## src/rtl/pwm_multi_pkg.sv

```systemverilog
// Shared constants for the multi-channel PWM block: register map and ctrl bit layout.
package pwm_multi_pkg;

    localparam logic [1:0] REG_PERIOD = 2'd0;
    localparam logic [1:0] REG_DUTY   = 2'd1;
    localparam logic [1:0] REG_PHASE  = 2'd2;
    localparam logic [1:0] REG_CTRL   = 2'd3;

    localparam int unsigned CTRL_EN  = 0;
    localparam int unsigned CTRL_INV = 1;

endpackage

```

## src/rtl/pwm_channel.sv

```systemverilog
// One PWM channel: shadowed period/duty, phase, ctrl, tick-driven counter and registered output.
module pwm_channel
    import pwm_multi_pkg::*;
#(
    parameter int unsigned WIDTH = 8
) (
    input  logic             clk,
    input  logic             rst,
    input  logic             tick,
    input  logic             wr_period,
    input  logic             wr_duty,
    input  logic             wr_phase,
    input  logic             wr_ctrl,
    input  logic [WIDTH-1:0] wdata,
    output logic             out,
    output logic             period_end
);

    logic [WIDTH-1:0] cnt_q, cnt_d;
    logic [WIDTH-1:0] p_q, p_d;
    logic [WIDTH-1:0] d_q, d_d;
    logic [WIDTH-1:0] ps_q, ps_d;
    logic [WIDTH-1:0] ds_q, ds_d;
    logic [WIDTH-1:0] ph_q, ph_d;
    logic             en_q, en_d;
    logic             inv_q, inv_d;
    logic             out_q, out_d;
    logic             pe_q, pe_d;

    always_ff @(posedge clk) begin
        if (rst) begin
            cnt_q <= '0;
            p_q   <= '0;
            d_q   <= '0;
            ps_q  <= '0;
            ds_q  <= '0;
            ph_q  <= '0;
            en_q  <= 1'b0;
            inv_q <= 1'b0;
            out_q <= 1'b0;
            pe_q  <= 1'b0;
        end else begin
            cnt_q <= cnt_d;
            p_q   <= p_d;
            d_q   <= d_d;
            ps_q  <= ps_d;
            ds_q  <= ds_d;
            ph_q  <= ph_d;
            en_q  <= en_d;
            inv_q <= inv_d;
            out_q <= out_d;
            pe_q  <= pe_d;
        end
    end

    // Boundaries sample the shadow flops, so a same-cycle write lands one period later.
    always_comb begin
        cnt_d = cnt_q;
        p_d   = p_q;
        d_d   = d_q;
        ps_d  = ps_q;
        ds_d  = ds_q;
        ph_d  = ph_q;
        en_d  = en_q;
        inv_d = inv_q;
        out_d = inv_q;
        pe_d  = 1'b0;

        if (wr_period) ps_d = wdata;
        if (wr_duty)   ds_d = wdata;
        if (wr_phase)  ph_d = wdata;
        if (wr_ctrl) begin
            en_d  = wdata[CTRL_EN];
            inv_d = wdata[CTRL_INV];
        end

        if (!en_q) begin
            cnt_d = ph_q;
            p_d   = ps_q;
            d_d   = ds_q;
        end else begin
            out_d = (cnt_q < d_q) ^ inv_q;
            if (tick) begin
                if (cnt_q >= p_q) begin
                    cnt_d = '0;
                    p_d   = ps_q;
                    d_d   = ds_q;
                    pe_d  = 1'b1;
                end else begin
                    cnt_d = cnt_q + WIDTH'(1);
                end
            end
        end
    end

    assign out        = out_q;
    assign period_end = pe_q;

endmodule

```

## src/rtl/pwm_multi.sv

```systemverilog
// Multi-channel PWM top: shared prescaler, register write decode and per-channel instances.
module pwm_multi
    import pwm_multi_pkg::*;
#(
    parameter int unsigned CHANNELS = 4,
    parameter int unsigned WIDTH    = 8,
    parameter int unsigned PRESC_W  = 16
) (
    input  logic                                          clk,
    input  logic                                          rst,
    input  logic [PRESC_W-1:0]                            presc,
    input  logic                                          cfg_we,
    input  logic [((CHANNELS > 1) ? $clog2(CHANNELS) : 1)-1:0] cfg_ch,
    input  logic [1:0]                                    cfg_addr,
    input  logic [WIDTH-1:0]                              cfg_wdata,
    output logic [CHANNELS-1:0]                           out,
    output logic [CHANNELS-1:0]                           period_end
);

    localparam int unsigned CH_W = (CHANNELS > 1) ? $clog2(CHANNELS) : 1;

    logic [PRESC_W-1:0]  pcnt_q, pcnt_d;
    logic                tick_c;
    logic [CHANNELS-1:0] wr_period_c, wr_duty_c, wr_phase_c, wr_ctrl_c;

    always_ff @(posedge clk) begin
        if (rst) pcnt_q <= '0;
        else     pcnt_q <= pcnt_d;
    end

    // Down-counter; presc is only sampled on reload so a change waits for the next tick.
    always_comb begin
        tick_c = (pcnt_q == '0);
        pcnt_d = tick_c ? presc : pcnt_q - PRESC_W'(1);
    end

    // Out-of-range channel indices match no instance and are dropped.
    always_comb begin
        wr_period_c = '0;
        wr_duty_c   = '0;
        wr_phase_c  = '0;
        wr_ctrl_c   = '0;
        for (int unsigned i = 0; i < CHANNELS; i++) begin
            if (cfg_we && (cfg_ch == CH_W'(i))) begin
                case (cfg_addr)
                    REG_PERIOD: wr_period_c[i] = 1'b1;
                    REG_DUTY:   wr_duty_c[i]   = 1'b1;
                    REG_PHASE:  wr_phase_c[i]  = 1'b1;
                    REG_CTRL:   wr_ctrl_c[i]   = 1'b1;
                    default:    ;
                endcase
            end
        end
    end

    for (genvar g = 0; g < CHANNELS; g++) begin : g_ch
        pwm_channel #(
            .WIDTH(WIDTH)
        ) u_ch (
            .clk        (clk),
            .rst        (rst),
            .tick       (tick_c),
            .wr_period  (wr_period_c[g]),
            .wr_duty    (wr_duty_c[g]),
            .wr_phase   (wr_phase_c[g]),
            .wr_ctrl    (wr_ctrl_c[g]),
            .wdata      (cfg_wdata),
            .out        (out[g]),
            .period_end (period_end[g])
        );
    end

endmodule

```

## config.mk

```make
export PLATFORM = sky130hd
export DESIGN_NAME = pwm_multi
export DESIGN_NICKNAME = d
export VERILOG_FILES = /design/src/rtl/pwm_multi_pkg.sv /design/src/rtl/pwm_channel.sv /design/src/rtl/pwm_multi.sv
export SDC_FILE = /design/constraint.sdc
export NUM_CORES = 1
export LEC_CHECK = 0
export BUFFER_PORTS_ARGS = -buffer_cell sky130_fd_sc_hd__clkbuf_2
export CORE_MARGIN = 4
export CORE_UTILIZATION = 36
export CTS_CLUSTER_SIZE = 25
export DETAILED_ROUTE_END_ITERATION = 16
export PLACE_DENSITY = 0.59
export SLEW_MARGIN = 20
export SYNTH_ARGS = -nofsm -noshare
export SYNTH_HDL_FRONTEND = slang
export SYNTH_SLANG_ARGS = --single-unit
export TNS_END_PERCENT = 100
```

## constraint.sdc

```tcl
create_clock -name clk -period 2.9 [get_ports clk]
set_input_delay 0.29 -clock clk [delete_from_list [all_inputs] [get_ports clk]]
set_output_delay 0.29 -clock clk [all_outputs]
set_load 0.01 [all_outputs]
```

# ---- Word-level counts from Yosys, hierarchy flattened
# Index checks and enable logic that the tools add are counted.
dict set report totals {
  elab_cells 157
  input_bits 31
  rom_bits 0
  latch_bits 0
  n_memories 0
  ff_bits 224
  ram_bits 0
}
dict set report op_classes {
  n_shift 0
  reduce_logical 15
  n_div 0
  n_addsub 5
  eq_ne 14
  bitwise 9
  n_lt_le_gt_ge 8
  multipliers 0
  mux 65
}
# op n
set ops {}
lappend ops {{two-way mux 8 bit} 36}
lappend ops {{adder 8 x 1 -> 8 bit (second input constant)} 4}
lappend ops {{greater-or-equal comparator 8 bit} 4}
lappend ops {{< comparator 8 bit} 4}
lappend ops {{two-way mux 1 bit} 28}
lappend ops {{logical NOT 16 bit} 1}
lappend ops {{two-way mux 16 bit} 1}
lappend ops {{subtractor 16 x 1 -> 16 bit (second input constant)} 1}
lappend ops {{inequality test 2 bit (second input constant)} 7}
lappend ops {{OR reduction 3 bit} 4}
lappend ops {{equality test 2 bit (second input constant)} 4}
lappend ops {{AND reduction 2 bit} 4}
lappend ops {{NOT 1 bit} 5}
lappend ops {{equality test 2 x 1 -> 1 bit (second input constant)} 2}
lappend ops {{logical AND 1 bit} 4}
lappend ops {{logical NOT 2 bit} 2}
lappend ops {{bitwise XOR 1 bit} 4}
lappend ops {{inequality test 2 x 1 -> 1 bit (second input constant)} 1}

# ---- Depth between registers and ports, before layout
# Gate-level depths: netlist (run 1).
dict set report logic_depth {
  ltp_word 4
  ltp_mapped 10
  mapped_depth_nobuf 8
}

# ---- Hierarchy
# A second synthesis (run 1) with hierarchy kept.
dict set report hier_totals {
  cells_unflattened 1213
  hier_area_um2 11136.9
}
# module area_per_inst_um2 instances seq_area_each_um2 cells_each
set modules_own_cells {}
lappend modules_own_cells {pwm_channel 2527.4 4 1041.0 273}
lappend modules_own_cells {pwm_multi 1027.2 1 320.3 121}

# ---- Worst setup path before layout (run 1)
# No wires, ideal clock.
dict set report synth_timing {
  path_kind {flip-flop to flip-flop}
  start {reg pcnt_q[7]}
  end {reg g_ch[0].u_ch.d_q[3]}
  slack_ps 255
  setup_ps 139
  required_ps 2761
  period_less_slack_ps 2645
  arrival_ps 2506
  path_stages_with_launch 9
  cell_sequence {dfxtp_1 -> or4_4 -> or4_4 -> or4_4 -> buf_6 -> o21a_1 -> buf_2 -> nand2_1 -> a21oi_2}
}
dict set report synth_between {
  elab_chain_len 3
}
# item line_no
set synth_rtl {}
lappend synth_rtl {{from (decl)} pwm_multi.sv:22} ;# logic [PRESC_W-1:0] pcnt_q, pcnt_d;
lappend synth_rtl {{from (signal assigned)} pwm_multi.sv:28} ;# else pcnt_q <= pcnt_d;
lappend synth_rtl {{logical NOT 16 bit} pwm_multi.sv:33} ;# tick_c = (pcnt_q == '0);
lappend synth_rtl {{inequality test 2 x 1 -> 1 bit (no line)} n/a}
lappend synth_rtl {{AND reduction 2 bit (no line)} n/a}
lappend synth_rtl {{to (signal assigned)} pwm_channel.sv:34} ;# d_q <= '0;
lappend synth_rtl {{to (signal assigned)} pwm_channel.sv:45} ;# d_q <= d_d;
lappend synth_rtl {{to (decl)} pwm_channel.sv:21} ;# logic [WIDTH-1:0] d_q, d_d;
# Every way passes these cells.
# A chain may end at the register's enable or synchronous reset.

# ---- Worst setup path after layout (run 1)
dict set report layout_timing {
  start {reg pcnt_q[7]}
  end {reg g_ch[1].u_ch.p_q[2]}
}
dict set report layout_between {
  elab_chain_len 3
}
# item line_no
set layout_rtl {}
lappend layout_rtl {{logical NOT 16 bit} pwm_multi.sv:33}
lappend layout_rtl {{inequality test 2 bit (no line)} n/a}
lappend layout_rtl {{AND reduction 2 bit (no line)} n/a}
lappend layout_rtl {{to (signal assigned)} pwm_channel.sv:44} ;# p_q <= p_d;
lappend layout_rtl {{to (decl)} pwm_channel.sv:20} ;# logic [WIDTH-1:0] p_q, p_d;
# Every way passes these cells.

==> results of run 1 <==
## sequential cells by signal (all words and copies together) (netlist names)
| register | flops |
|---|---|
| g_ch.u_ch.en_q | 4 |
| g_ch.u_ch.period_end | 4 |
| g_ch.u_ch.cnt_q | 32 |
| g_ch.u_ch.ps_q | 32 |
| g_ch.u_ch.out | 4 |
| g_ch.u_ch.ds_q | 32 |
| g_ch.u_ch.inv_q | 4 |
| g_ch.u_ch.p_q | 32 |
| g_ch.u_ch.ph_q | 32 |
| pcnt_q | 16 |
| g_ch.u_ch.d_q | 32 |
## power breakdown
| group | total, mW | switching [mW] | internal, mW |
|---|---|---|---|
| clock network | 3.07 | 1.21 | 1.86 |
| logic | 1.14 | 0.691 | 0.453 |
| registers | 3.32 | 0.116 | 3.21 |
| total | 7.54 | 2.02 | 5.52 |
## kinds of logic (layout without fill, tap and decap cells)
family          count (synthesis)  count (layout)
flops                         224             224
fa+ha+maj                      66              66
compound gates                205             205
buf+inv                       140             180
xor+xnor                       24              24
simple gates                  470             470
mux                            98              98
## worst paths after layout
kind	from	endpoint	slack, ns
worst max register to register	pcnt_q[7]	g_ch[1].u_ch.p_q[2]	0.22
worst max-delay path	pcnt_q[7]	g_ch[1].u_ch.p_q[2]	0.22
worst min-delay path	presc[8]	pcnt_q[8]	0.04
worst min register to register	g_ch[2].u_ch.d_q[4]	g_ch[2].u_ch.d_q[4]	0.45
## routing by layer
metal	vias to the layer above	global-route usage	routed length [microns]
met3	44	0.0225	1080
met5	-	0	0
li1	4207	-	-
met4	0	0.0384	573
met1	3878	0.233	12300
met2	159	0.244	10900
## worst max-delay path, delay by kind of cell, from the launching register on
family             cells  cell delay, ns
and+or+nand+nor        4            1.74
AOI/OAI and AO/OA      2            0.42
DFF                    1            0.35
## cell type report
class / instances / area, sq um
inverter: 68 / 255
clock inverter: 7 / 85.1
sequential: 224 / 4480
tap: 384 / 480
timing repair buffer: 68 / 447
fill: 2886 / 16800
multi-input combinational: 863 / 5390
clock buffer: 37 / 711
## cells in the mapped netlist, drive strengths merged, types with 8 or more instances
cell	number
ha	66
and3	13
xor2	10
clkbuf	58
inv	68
nand3b	9
nand2	167
nand3	28
nand2b	16
a211oi	28
a311oi	18
buf	14
nor3	14
a21oi	88
or4	8
dfxtp	224
nor2	190
o21ai	37
xnor2	14
a21o	10
mux2i	98
## per-stage QoR
stage          area (sq um)  hold slack (ns)  power [mW]  setup slack, ns  std cells
2_1_floorplan         10400            0.432        4.22            0.255       1227
3_3_place_gp          11000            0.440        4.53            0.112       1606
3_5_place_dp          11000            0.443        4.53           0.0846       1606
4_1_cts               11800           0.0171        7.63           0.0663       1650
5_1_grt               11800           0.0346        7.92         0.000859       1651
6_report              11800           0.0417        7.54            0.215       1651
## timing repair
action / CTS / global route
gates resized for setup: 0 / 2
buffers inserted: 0 / 1
endpoints found under the setup margin: 0 / 29
endpoints found under the hold margin: 0 / 0
==> flow_results.org, run 1 <==
** Status
- The run finished with clean final reports.

** Timing
- Share of the clock period used by the worst path :: 0.926
- Based on the critical path, the design can be clocked at up to 372 MHz.
- Final number of hold-violating endpoints :: 0
- Subtracting the final worst setup slack from the clock period gives 2.68 ns.
- For the final routed database, the setup TNS stands at 0 ns.
- In this run the tightest slew margin relative to its limit is 0.342.
- RSZ-0062 raised after global routing :: false
- Final-report max-slew violation count :: 0
- Final Setup Violations :: 0
- At the pin with the least slew margin, the transition time is 0.977 ns.
- Setup clock skew after layout :: 0.0103 ns

** Route
- Vias per Instance :: 5.02
- Average detailed-routed wire length per instance :: 15.1 microns
- Residual DRC :: 0
- For this block, the initial DRC count from the detailed router was 428.
- Summed over all layers, the routed wires come to 24900 microns.
- Total number of vias :: 8288
- The count of nets left with antenna violations once routing finished came out at 0.
- Before antenna repair, the detailed router went through 5 iterations.

** Critical path
- STA puts the critical path data required time at 3.26 ns.
- The worst setup path is launched from a flop.
- Cell with the largest stage delay on the worst path :: sky130_fd_sc_hd__or4_4
- Among the stages of the critical path, the cell type that occurs most often is sky130_fd_sc_hd__or4_4.
- In this design, the stage delay of the slowest critical-path cell is 0.64 ns.
- Cell depth of the worst flop-to-flop path :: 6
- Class of the most critical setup path :: flop to flop
- Kind of end point of the critical path :: flop
- Of all nets on the critical path, the largest fanout is 16.
- STA puts the critical path data arrival time at 3.04 ns.
- Cell Chain, Critical Path :: or4_4 > or4_4 > or4_4 > o21a_2 > nand2_1 > a21oi_1

** Pwr
- Power per Cell Area :: 637 nW/um^2
- Leakage dissipation :: 4.56 nW
- The worst-case IR drop observed on VDD is 0.421 mV.

** Final layout
- For this run, the post-layout net count is 1346.
- Final core utilization :: 0.414
- Compared with the post-synthesis result, the final layout area differs by 13.5%.
- The repair_antennas step left the layout with diodes totalling 0.
- Leaving out fill and tap cells, the most frequent cells in the layout are sky130_fd_sc_hd__dfxtp_1 (224), sky130_fd_sc_hd__nor2_1 (190), sky130_fd_sc_hd__nand2_1 (167).
- In the final layout, the share of cells above drive strength 1 is 0.0971.
- Most common cell after layout, fill and taps aside :: sky130_fd_sc_hd__dfxtp_1

** CTS
- For the worst-skew pair, the clock arrives at the later sink with an insertion delay of 0.51 ns.
- Buffer depth of the longest clock path :: 3
- In this run the clock root is driven by a sky130_fd_sc_hd__clkbuf_16.
- TritonCTS built the clock tree.
- Number of hold buffers added after CTS :: 0
- Clock tree synthesis inserted a total of 24 buffers.
- In this run the number of H-tree levels came out at 1.
- Reg clk slew, reported paths :: 0.06 ns
- Clock sinks :: 224

** Floorplanning
- Row generation in the floorplan step produced 62 rows.
- The floorplan step defined a die boundary enclosing 31800 sq um.
- Chip Height :: 178 microns
- Number of top-level pins :: 39
- The floorplan step set the die width to 178 microns.
- Initial core utilization :: 0.365
- The core region is 28600 sq um.

** Logic synthesis
- Warning count from the yosys run :: 0
- Of the total synthesized cell area, the portion taken by full adders, half adders and majority gates is 0.0791.
- Synthesis inferred 224 register bits.
- In the synthesized netlist the dominant register cell turns out to be sky130_fd_sc_hd__dfxtp_1.
- By area, the combinational part of the netlist is dominated by simple AND/OR/NAND/NOR gates.
- Area of the mapped netlist :: 10400 sq um
- After synthesis, the netlist uses 43 different library cells.
- XOR/XNOR Fraction of Synth Area :: 0.0201
- The cell count after synthesis came out at 1227.
- Fraction of the mapped netlist area in simple logic gates :: 0.195
- Library cell with the largest summed area after synthesis :: sky130_fd_sc_hd__dfxtp_1
- Synth Area in Compound Gates :: 0.127
- Of the post-synthesis cell area, the dominant cell type holds 0.430.
- Synthesized netlist net count :: 1324
- Number of synthesized flops with an enable pin :: 0
- For this run, the register share of the synthesized area comes to 0.430.
- Mean area per synthesized cell :: 8.51 sq um
- After synthesis, the share of cell area in mux cells is 0.0940.
- Sorting the synthesized cells by area gives the leading types as sky130_fd_sc_hd__dfxtp_1 (43%), sky130_fd_sc_hd__mux2i_1 (9.4%), sky130_fd_sc_hd__ha_1 (7.9%), sky130_fd_sc_hd__nor2_1 (6.8%), sky130_fd_sc_hd__nand2_1 (6.0%).
- Of all flip-flops after synthesis, the portion carrying an async set or reset was 0.

** Global route
- All-layer global routing usage :: 0.158
- Antenna violations before repair :: 0
- The number of global-route vias before repair is 7829.
- Maximum number of pins on one net before global-route repair :: 99
- Global routing finished with a remaining overflow of 0.
- Wire length of the first global-routing pass :: 41000 microns

** Place
- Input and output buffers added on the ports amount to 38.
- Weighted congestion at the end of routability-driven global placement :: 0.781
- Once detailed placement completed, the half-perimeter wirelength came to 16400 microns.

** Flow run
- Max-cap violations in this run came to 0.

** Min path
- The worst hold path passes through 3 cells.
- The min-delay analysis places its worst path in the category input pin to flop.
No activity file was read; power rests on OpenSTA's default activity.
==> run 2: changes to the inputs <==
Settings changed: PLACE_DENSITY 0.59 to 0.61, SKIP_LAST_GASP set to 1.
Clock period 2.9 ns to 2.2 ns, I/O delays scaled along.
==> flow_results.org, run 2 (same netlist as run 1, synthesis figures left out) <==
** Critical path
- Class of the most critical setup path :: flop to flop
- Critical Path RT :: 2.63 ns
- The most numerous cell type found on the critical path is sky130_fd_sc_hd__or4_4.
- In this run the worst path has a maximum fanout of 16.
- Traced cell by cell, the critical path runs through or4_4 > or4_4 > or4_4 > o21ai_4 > buf_12 > nand2_1 > a21oi_1.
- Kind of end point of the critical path :: flop
- Arrival time of the worst setup path :: 2.91 ns
- Category of cells accounting for the largest share of critical-path delay :: simple AND/OR/NAND/NOR gates
- The slowest stage of the critical path is the sky130_fd_sc_hd__or4_4 cell.
- STA classifies the critical path startpoint as a flop.
- Critical path buffers and inverters :: 1
- Largest incremental delay on the critical path :: 0.55 ns

** CTS
- Reg clk slew, reported paths :: 0.06 ns
- CTS H-Tree Depth :: 1
- The number of clock buffers added by TritonCTS is 25.
- At the later pin of the worst-skew pair, clock insertion delay measures 0.52 ns.
- CTS placed an instance of sky130_fd_sc_hd__clkbuf_16 at the clock tree root.
- CTS tree :: done
- Clock sinks :: 224
- No sink is reached through more buffers than the 3 on the longest clock path.

** Global route
- All-layer global routing usage :: 0.161
- Entering global routing, the biggest net connects 54 pins.
- The number of global-route vias before repair came to 8100.
- Global routing finished with a remaining overflow of 0.
- The number of antenna violations at the first check in global routing came to 0.
- Wire length of the first global-routing pass :: 42100 microns

** Final layout
- Fraction of final layout cells sized beyond drive strength 1 :: 0.163
- Count of antenna diodes in the layout :: 0
- Leaving out filler cells and counting taps, the final layout contains 1719.
- Commonest non-fill, non-tap cells in the layout :: sky130_fd_sc_hd__dfxtp_1 (221), sky130_fd_sc_hd__nor2_1 (187), sky130_fd_sc_hd__nand2_1 (165)
- The area growth from synthesis to layout is 22.5%.
- After the last flow step, the layout net total stands at 1416.
- Most common cell after layout, fill and taps aside :: sky130_fd_sc_hd__dfxtp_1

** Pwr
- Summed over all nets, the switching power comes to 2.84 mW.
- The share of total power dissipated in sequential elements is 0.420.
- Summed over all cells, the static leakage comes to 4.97 nW.
- The design draws 10.4 mW.
- Max IR drop VDD :: 0.493 mV
- Cell-internal power :: 7.52 mW
- Relative contribution of the clock network to total power :: 0.380
- Of the total power, the share spent switching nets is 0.274.
- In this run the power density over the cells is 810 nW/um^2.
- Share of total power in combinational logic :: 0.200

** Timing
- For this run, the top clock speed supported by timing is 404 MHz.
- RSZ-0062 raised after global routing :: true
- Worst-case setup margin in the final layout :: -0.277 ns
- For the pin with the worst max-slew slack, the measured transition is 0.657 ns.
- In the finished design, the share of the clock period the worst path needs comes to 1.13.
- The number of max-slew violations in the final report was 0.
- Headroom to the max-slew limit came out at 0.562.
- The clock arrives with 0.0149 ns of skew.
- For the finished layout, the period the worst path requires is 2.48 ns.
- The number of failing hold endpoints at the final stage is 0.
- Final Setup Violations :: 37

** Place
- Weighted congestion at the end of routability-driven global placement :: 0.828
- Number of port buffers :: 38
- DP Worst Slack :: -0.239 ns
- HPWL reported at the end of detailed placement :: 17400 microns
- Including well taps, the total number of placed cells is 1650.

** Route
- Vias per Instance :: 5.00
- Router iterations before antenna repair :: 5
- Overall routed net length :: 26300 microns
- Residual DRC :: 0
- Total number of vias :: 8597
- Number of routed nets with antenna violations :: 0
- Starting DRC count in detailed routing :: 432
- Average detailed-routed wire length per instance :: 15.3 microns

** Floorplanning
- Total die area :: 31800 sq um
- The core region is 28600 sq um.
- In this run the count of I/O pins placed on the die edge is 39.
- The die is 178 microns tall.
- For this configuration, the core starts out at a cell density of 0.365.
- The floorplan has 62 rows.
- The floorplan step set the die width to 178 microns.

** Status
- Result of the run :: complete, but fails checks
- The checks that failed: setup timing.

** Flow run
- Max-cap violation count :: 0

** Min path
- Worst hold-check path type :: input pin to flop
run 2: cell types whose count changed in the layout (fill, tap and decap cells not counted), moves of 9 or more:
cell / delta
sky130_fd_sc_hd__o21ai_0: -10
sky130_fd_sc_hd__buf_4: +46
sky130_fd_sc_hd__buf_12: +9
sky130_fd_sc_hd__o21ai_1: +9
sky130_fd_sc_hd__dlygate4sd3_1: +11
run 2: final cells by class:
cell class                 count  area, sq um
clock inverter                 3         40.0
sequential                   224         4490
multi-input combinational    863         5680
inverter                      68          255
tap                          384          480
fill                        2767        15800
clock buffer                  40          722
timing repair buffer         137         1130
run 2: worst paths after layout:
path,to,from,depth (start not counted),slack [ns]
hold reg to reg,g_ch[2].u_ch.p_q[1],g_ch[2].u_ch.p_q[1],2,0.45
hold / removal,pcnt_q[14],presc[14],3,0.01
setup / recovery,g_ch[0].u_ch.p_q[1],pcnt_q[10],7,-0.28
setup reg to reg,g_ch[0].u_ch.p_q[1],pcnt_q[10],7,-0.28
run 2: power by group through the flow:
stage          Sequential, mW  Combinational (mW)  Clock [mW]
3_5_place_dp             4.44                1.83           0
4_1_cts                  4.35                1.94        4.03
2_1_floorplan            4.43                1.13           0
3_3_place_gp             4.44                1.82           0
6_report                 4.35                2.07        3.94
5_1_grt                  4.38                2.27        4.18
run 2: tightest hold or removal path: cells and delay by family:
kind | cells | cell delay, ns
AO/OA/AOI/OAI | 1 | 0.06
buffers and inverters | 1 | 0.08
AND/OR/NAND/NOR | 1 | 0.11
run 2: metal layers:
metal  global-route usage  part of all wire  wire [microns]
met5                    0                 0               0
met4               0.0365             0.018             471
met3               0.0246             0.038            1010
met2                0.270              0.47           12400
met1                0.220              0.47           12400
run 2: repair_timing:
item	in CTS	in global routing
hold endpoints to repair	11	0
endpoints found under the setup margin	93	98
setup buffers	4	10
hold buffers	11	0
gates cloned	0	1
pin swaps	6	14
gates resized for setup	13	45
run 2: through the flow:
| stage | TNS (ns) | utilization | hold WS (ns) | cell area (sq um) |
|---|---|---|---|---|
| after floorplan | -6.38 | - | 0.367 | 10500 |
| after global placement | -11.66 | 0.401 | 0.439 | 11500 |
| after detailed placement | -13.30 | 0.401 | 0.444 | 11500 |
| after CTS | -7.94 | 0.436 | 0.00741 | 12500 |
| after global routing | -10.53 | 0.447 | 0.0294 | 12800 |
| final | -7.91 | 0.447 | 0.00970 | 12800 |
==> run 3: changes to the inputs <==
Settings changed: CORE_UTILIZATION 36 to 56, PLACE_DENSITY 0.61 to 0.78.
==> flow_results.org, run 3 (same netlist as run 1, synthesis figures left out) <==
** Timing
- In the post-route analysis, the smallest setup slack over all paths is -0.253 ns.
- Of the available clock period, the critical path in the final layout requires 1.11.
- Across all hold checks on the routed design, the worst slack comes to 0.0418 ns.
- Measured against its own limit, the worst slew margin works out to 0.586.
- Maximum clock rate :: 408 MHz
- Time the final worst path needs with I/O delays and setup :: 2.45 ns
- Final-report max-slew violation count :: 0
- The clock arrives with 0.00903 ns of skew.
- The number of failing hold endpoints at the final stage is 0.
- Setup_tns :: -7.57 ns
- At the pin with the least slew margin, the transition time is 0.621 ns.
- Setup repair after global routing could not meet its margin everywhere.
- Setup violations remaining at the end of the flow were counted as 37.

** Floorplanning
- Floorplan row count :: 49
- The initial utilization of the core area, before any placement, comes to 0.575.
- The die covers 20900 sq um.
- Die X :: 145 microns
- The core region is 18100 sq um.
- Number of top-level pins :: 39
- Chip Height :: 145 microns

** Critical path
- Reg2Reg Launch Point :: pcnt_q[10]
- The cell family contributing the most delay on the critical path is simple AND/OR/NAND/NOR gates.
- Cell with the largest stage delay on the worst path :: sky130_fd_sc_hd__or4_4
- Worst-path maximum fanout :: 7
- Startpoint kind of the worst setup timing path :: flop
- Flop-to-flop setup slack :: -0.25 ns
- Largest incremental delay on the critical path :: 0.54 ns
- Class of the most critical setup path :: flop to flop
- STA classifies the critical path endpoint as a flop.
- Cell depth of the worst flop-to-flop path :: 7
- Cell occurring most often along the worst timing path :: sky130_fd_sc_hd__or4_4
- Critical Path RT :: 2.63 ns
- Critical path buffers and inverters :: 1
- In this run the critical register-to-register path is captured at g_ch[3].u_ch.cnt_q[1].
- STA puts the critical path data arrival time at 2.88 ns.
- Cell Chain, Critical Path :: or4_4 > or4_4 > or4_4 > buf_4 > nor3_4 > a21oi_1 > a211oi_1

** Global route
- The number of global-route vias before repair was 8638.
- Antenna violations before repair :: 0
- Maximum number of pins on one net before global-route repair :: 60
- Total congestion overflow after global routing :: 0
- The first global-routing pass estimated 42100 microns of wire.
- Across every metal layer, demand over resource in global routing totals 0.248.

** Route
- Number of routed nets with antenna violations :: 0
- The routed layout has 8880 vias.
- Router iterations before antenna repair :: 5
- In the final routed layout, each cell accounts on average for 16.6 microns.
- After detailed routing, the total wire length is 25900 microns.
- The detailed router finished its first iteration with 587 violations.
- After detailed routing, the number of remaining DRC violations is 0.
- Using the TritonRoute via totals, the vias-per-cell ratio works out to 5.68.

** Flow run
- The tool flagged a number of max-cap violations equal to 0.

** Min path
- Endpoint of the worst hold path :: pcnt_q[15]
- Along the worst hold path, the cell count comes to 3.
- In this run the most critical hold path is launched from presc[15].
- Worst hold-check path type :: input pin to flop

** Final layout
- Of the cells placed in the final design, the portion with a size suffix greater than 1 is 0.159.
- Leaving out fill and tap cells, the most frequent cell in the layout is sky130_fd_sc_hd__dfxtp_1.
- Count of antenna diodes in the layout :: 0
- Layout Nets :: 1414
- Commonest non-fill, non-tap cells in the layout :: sky130_fd_sc_hd__dfxtp_1 (223), sky130_fd_sc_hd__nor2_1 (186), sky130_fd_sc_hd__nand2_1 (165)
- Fill cells in the final layout number 1371.
- Final core utilization :: 0.691
- Relative to the synthesized area, the layout overhead comes to 20.1%.
- Summing all non-filler instances in the final layout gives an area of 12500 sq um.

** Pwr
- Power per Cell Area :: 849 nW/um^2
- VDD sags by at most 0.771 mV.
- Leakage dissipation :: 4.99 nW

** Place
- After legalization and detailed placement, the total HPWL measured 16800 microns.
- Weighted congestion at the end of routability-driven global placement :: 0.858
- Prior to clock tree synthesis, the placed netlist has a worst setup slack of -0.225 ns.
- Placed inst area :: 11200 sq um
- Buffers placed on the I/O ports in this run total 38.

** CTS
- Counting along the longest clock path gives a buffer depth of 3.
- Reg clk slew, reported paths :: 0.06 ns
- In this run the clock root is driven by a sky130_fd_sc_hd__clkbuf_16.
- Number of buffers created by CTS :: 24
- Clock tree synthesis found a total of 224 sinks.
- Skew-Pair Late Insertion Delay :: 0.52 ns
- TritonCTS built the clock tree.
- CTS built an H-tree with a depth of 1.

** Status
- The run finished, with violations left.
- Violations in the final reports :: setup timing
run 3: cell count changes in the layout (fill, tap and decap cells not counted), sizes merged:
cell	change
clkbuf	-7
dlygate4sd3	+3
buf	-4
clkinv	+4
clkinvlp	+1
bufinv	+2
run 3: timing repair:
| item | 4_1_cts | 5_1_grt |
|---|---|---|
| setup buffers | 1 | 9 |
| resized for setup | 11 | 32 |
| cloned | 1 | 1 |
| hold buffers | 14 | 0 |
| pin swaps | 1 | 15 |
| endpoints found under the hold margin | 14 | 0 |
| setup endpoints to repair | 92 | 92 |
run 3: worst max-delay path by stage:
stage	start	end	slack (ns)	cells after the start
after detailed placement	pcnt_q[10]	g_ch[0].u_ch.p_q[6]	-0.23	7
after global routing	pcnt_q[10]	g_ch[0].u_ch.p_q[0]	-0.34	7
after global placement	pcnt_q[10]	g_ch[0].u_ch.d_q[6]	-0.16	7
after floorplan	pcnt_q[7]	g_ch[0].u_ch.d_q[3]	-0.26	8
after CTS	pcnt_q[10]	g_ch[0].u_ch.p_q[6]	-0.24	7
final	pcnt_q[10]	g_ch[3].u_ch.cnt_q[1]	-0.25	7
run 3: layout make-up:
cell class	instances	area, sq um	share of cell area
Multi-Input combinational cell	863	5600	0.447
Sequential cell	224	4490	0.358
Clock buffer	33	716	0.0571
Clock inverter	10	128	0.0102
Timing Repair Buffer	136	1070	0.0852
Inverter	68	255	0.0204
Tap cell	229	287	0.0228
run 3: power breakdown:
group          leakage (nW)  internal (mW)  switching [mW]
sequential             1.81           4.23           0.128
combinational          2.76          0.915            1.12
clock                 0.420           2.62            1.64
total                  4.99           7.76            2.89
run 3: stage by stage:
step,power [mW],instances
5_1_grt,11.1,1563
4_1_cts,10.5,1553
3_3_place_gp,6.18,1494
6_report,10.7,1563
3_5_place_dp,6.22,1494
2_1_floorplan,5.57,1227
run 3: metal layers:
| metal | wire [microns] | global-route usage |
|---|---|---|
| met4 | 819 | 0.0933 |
| met1 | 11300 | 0.310 |
| met5 | 0 | 0 |
| met3 | 1380 | 0.0407 |
| met2 | 12400 | 0.429 |
run 3: tightest hold or removal path, cell delays in order:
cell and delay, ns:
sky130_fd_sc_hd__clkbuf_2 0.09, sky130_fd_sc_hd__a22oi_1 0.08, sky130_fd_sc_hd__a21oi_1 0.13
